--- src/rtl/pipe_skid_reg.sv ---
`timescale 1ns/1ps
// pipe_skid_reg: one-item pipeline register with an optional skid slot.
// Define PIPE_SKID_REG_SKID_EN to add the skid register and registered in_ready.
module pipe_skid_reg #(
    parameter int              WIDTH     = 32,
    parameter logic [WIDTH-1:0] RESET_VAL = '0
) (
    input  logic             clk,
    input  logic             rst,
    input  logic             flush,
    input  logic             in_valid,
    output logic             in_ready,
    input  logic [WIDTH-1:0] in_data,
    output logic             out_valid,
    input  logic             out_ready,
    output logic [WIDTH-1:0] out_data,
    output logic [1:0]       level
);

    typedef enum logic [1:0] {
        EMPTY = 2'd0,
        FULL  = 2'd1,
        SKID  = 2'd2
    } state_t;

    state_t           state_q;
    state_t           state_d;
    logic [WIDTH-1:0] main_q;
    logic [WIDTH-1:0] main_d;
    logic             in_xfer;
    logic             out_xfer;

`ifdef PIPE_SKID_REG_SKID_EN
    logic [WIDTH-1:0] skid_q;
    logic [WIDTH-1:0] skid_d;
    logic             in_ready_q;

    // in_ready comes straight from a flop, so out_ready never reaches it
    assign in_ready = in_ready_q;
`else
    // without a skid slot a full register frees up only as it drains
    assign in_ready = (state_q == EMPTY) || out_ready;
`endif

    assign out_valid = (state_q != EMPTY);
    assign out_data  = main_q;
    assign in_xfer   = in_valid && in_ready;
    assign out_xfer  = out_valid && out_ready;

    // occupancy count derived from the state
    always_comb begin
        level = 2'd0;
        unique case (state_q)
            EMPTY:   level = 2'd0;
            FULL:    level = 2'd1;
            SKID:    level = 2'd2;
            default: level = 2'd0;
        endcase
    end

    // next state and data movement; flush discards everything
    always_comb begin
        state_d = state_q;
        main_d  = main_q;
`ifdef PIPE_SKID_REG_SKID_EN
        skid_d  = skid_q;
`endif
        if (flush) begin
            state_d = EMPTY;
        end else begin
            unique case (state_q)
                EMPTY: begin
                    if (in_xfer) begin
                        state_d = FULL;
                        main_d  = in_data;
                    end
                end
                FULL: begin
                    if (in_xfer && out_xfer) begin
                        main_d = in_data;
                    end else if (out_xfer) begin
                        state_d = EMPTY;
`ifdef PIPE_SKID_REG_SKID_EN
                    end else if (in_xfer) begin
                        state_d = SKID;
                        skid_d  = in_data;
`endif
                    end
                end
                SKID: begin
`ifdef PIPE_SKID_REG_SKID_EN
                    if (out_xfer) begin
                        state_d = FULL;
                        main_d  = skid_q;
                    end
`else
                    state_d = EMPTY;
`endif
                end
                default: state_d = EMPTY;
            endcase
        end
    end

    // state and data registers with synchronous reset
    always_ff @(posedge clk) begin
        if (rst) begin
            state_q <= EMPTY;
            main_q  <= RESET_VAL;
        end else begin
            state_q <= state_d;
            main_q  <= main_d;
        end
    end

`ifdef PIPE_SKID_REG_SKID_EN
    // skid slot and registered ready flag
    always_ff @(posedge clk) begin
        if (rst) begin
            skid_q     <= RESET_VAL;
            in_ready_q <= 1'b1;
        end else begin
            skid_q     <= skid_d;
            in_ready_q <= (state_d != SKID);
        end
    end
`endif

endmodule

--- config.mk ---
export PLATFORM = sky130hd
export DESIGN_NAME = pipe_skid_reg
export DESIGN_NICKNAME = d
export VERILOG_FILES = /design/src/rtl/pipe_skid_reg.sv
export SDC_FILE = /design/constraint.sdc
export NUM_CORES = 1
export LEC_CHECK = 0
export ABC_AREA = 1
export BUFFER_PORTS_ARGS = -buffer_cell sky130_fd_sc_hd__buf_2
export CAP_MARGIN = 40
export CORE_UTILIZATION = 30
export DETAILED_ROUTE_END_ITERATION = 7
export PLACE_DENSITY_LB_ADDON = 0.15
export SYNTH_ARGS = -nofsm -noshare
export SYNTH_HDL_FRONTEND = slang
export SYNTH_SLANG_ARGS = --single-unit
--- constraint.sdc ---
create_clock -name clk -period 1.9 [get_ports clk]
set_input_delay 0.285 -clock clk [delete_from_list [all_inputs] [get_ports clk]]
set_output_delay 0.285 -clock clk [all_outputs]
set_load 0.005 [all_outputs]
==> results.py <==
metrics = {
    "run_status": {
        "outcome": "complete, no violations",
    },
    "clock_tree": {
        "cts_tree": "built",
        "cts_hold_buf": 0,
        "root_buffer": "clkbuf_8",
        "clk_latency_ns": 0.27,
        "htreeDepth": 2,
        "clock_path_buffers": 2,
        "clk_pin_slew_ns": 0.06,
        "clock_sinks": 33,
        "cts.repair.resized": 0,
        "cts_setup_buffers": 0,
        "cts_inserted_buffers": 5,
    },
    "sta": {
        "setup_tns_ns": 0,
        "min_period_over_period_pct": 82.14,
        "slew_violations": 0,
        "fin_ws_ns": 0.3394,
        "fmax_mhz": 640.8,
        "skew_ns": 0.002858,
        "tightest_slew_ns": 0.5528,
        "rsz0062_at_grt": "false",
        "setup_viol": 0,
        "maxSlewHeadroom_pct": 63.02,
        "whs_ns": 0.1847,
        "period_needed_ns": 1.561,
        "final-hold-violation-count": 0,
    },
    "worst_hold_path": {
        "min_from": "rst",
        "hp-class": "primary input to flip-flop",
    },
    "routing": {
        "wirelength_um": 3427,
        "drc": 0,
        "drt_iter0_drc": 62,
        "viasPerCell": 4.202,
        "dr.pass1.iters": 4,
        "ant_nets": 0,
        "post_drt_wl_per_cell_um": 9.736,
        "num_vias": 1479,
    },
    "cells_and_area": {
        "drive_gt1_share_pct": 29.82,
        "finalNonFillerCells": 352,
        "n_antenna_cell": 0,
        "design_area_sq_um": 1974,
        "syn2layout_area_growth_pct": 27.77,
        "regArea_sq_um": 660.6,
        "multi_input_area_sq_um": 600.6,
        "nets": 321,
        "nFillCells": 549,
    },
    "placement": {
        "placed_area_sq_um": 1894,
        "hpwl_um": 2295,
        "dp_cells": 344,
        "gp_congestion": 0.6727,
        "pre_cts_ws_ns": 0.5104,
        "buffer_ports.inserted": 71,
    },
    "global_routing": {
        "met2_usage_pct": 21.10,
        "met3_usage_pct": 3.704,
        "grt_pass1_wl_um": 5602,
        "antenna_found_initial": 0,
        "grt.overflow.total": 0,
        "top_usage_layer": "met2",
        "grt_max_degree": 39,
        "met1_usage_pct": 16.97,
        "grt_pass1_vias": 1282,
        "track_usage_pct": 13.19,
    },
    "critical_path": {
        "startpoint_type": "flip-flop",
        "slowest_delay_ns": 0.38,
        "cp_max_fo": 28,
        "slowest_stage": "dfxtp_1",
        "crit_start": "state_q[0]",
        "end_kind": "primary output",
        "criticalPathCategory": "flip-flop to primary output",
        "cp_cell_sequence": "nand2_2 > buf_2",
        "critical_path_required_ns": 1.62,
        "worstReg2RegStart": "state_q[0]",
        "crit_arrival_ns": 1.28,
    },
    "die": {
        "io_pins": 73,
        "core-area_sq_um": 4848,
        "dieArea_sq_um": 5442,
        "fp.dieW_um": 73.77,
        "die_height_um": 73.77,
        "start_util_pct": 31.87,
        "num_rows": 25,
    },
    "power": {
        "power.density_nw_per_um2": 762.3,
        "leakagePower_nw": 1.115,
        "peakVddDrop_uv": 314.3,
    },
    "synth": {
        "ys_ff_latch": 33,
        "synth_top_area_share_pct": 42.75,
        "synthCells": 219,
        "ys_warn_count": 0,
        "synthFlopType": "dfxtp_1",
        "ys_types": 14,
        "syn_avg_cell_area_sq_um": 7.056,
        "synth-edff-count": 0,
        "synth_area_sq_um": 1545,
        "yosysTopAreaCell": "dfxtp_1",
        "ys_seq_area_share_pct": 42.75,
        "synth_fp_nets": 256,
        "ys_async_sr_fraction_pct": 0,
        "synthTopCellsByCount": "33 x a21oi_1, 33 x dfxtp_1, 33 x inv_1, 33 x nand2_1",
        "synthTopCellsByArea": "dfxtp_1 43%, a21oi_1 11%, nand3_1 10%",
    },
    "run": {
        "drv_cap": 0,
    },
}
## stage by stage
step / utilization (%) / total power [mW]
after floorplan: - / 0.9304
after global placement: 39.07 / 1.026
after detailed placement: 39.07 / 1.027
after CTS: 40.72 / 1.535
after global routing: 40.72 / 1.600
final: 40.72 / 1.505
## logic make-up after synthesis
group,count (synthesis),synth area share (%)
flip-flops,33,42.75
AND/OR/NAND/NOR,99,27.77
AO/OA/AOI/OAI,33,10.69
other,1,0.2427
buffers and inverters,53,18.54
## registers in the layout, indices dropped and copies added (netlist names)
name	flops
state_q	1
out_data	32
## power breakdown
| group | leakage [nW] | switching, mW | internal (mW) |
|---|---|---|---|
| clock network | 0.0395 | 0.237 | 0.260 |
| registers | 0.272 | 0.0233 | 0.739 |
| logic | 0.803 | 0.127 | 0.119 |
## routing by layer
metal	routed length [um]	share of wire, %
met2	1502	44
met1	1750	51
met5	0	0
met3	161	4.7
met4	13	0.38
## final cells by class
cell class,instances,share of cell area [%]
sequential,33,33.46
inverter,35,6.654
multi-input combinational,133,30.42
timing repair buffer,76,21.17
tap,67,4.246
clock buffer,8,4.056
## worst paths after layout
kind	to	slack, ns	cells after the start
hold reg to reg	out_data[8]	0.48	2
setup / recovery	in_ready	0.34	2
setup reg to reg	out_data[1]	0.52	4
hold / removal	state_q[0]	0.18	2
## critical path, delay by kind of cell (launching register included)
family	cells	cell delay (ns)
buffers and inverters	1	0.27
flip-flops	1	0.38
AND/OR/NAND/NOR	1	0.35
## layout by cell type (no fill, tap or decap)
master and n:
a21oi_1 33, buf_12 2, buf_2 71, buf_4 3, clkbuf_1 3, clkbuf_8 5
conb_1 1, dfxtp_1 33, inv_1 33, inv_2 2, nand2_1 32, nand2_2 1
nand3_1 32, nor2_1 32, nor2_8 1, nor3_1 1
(Power assumes the default switching activity.)
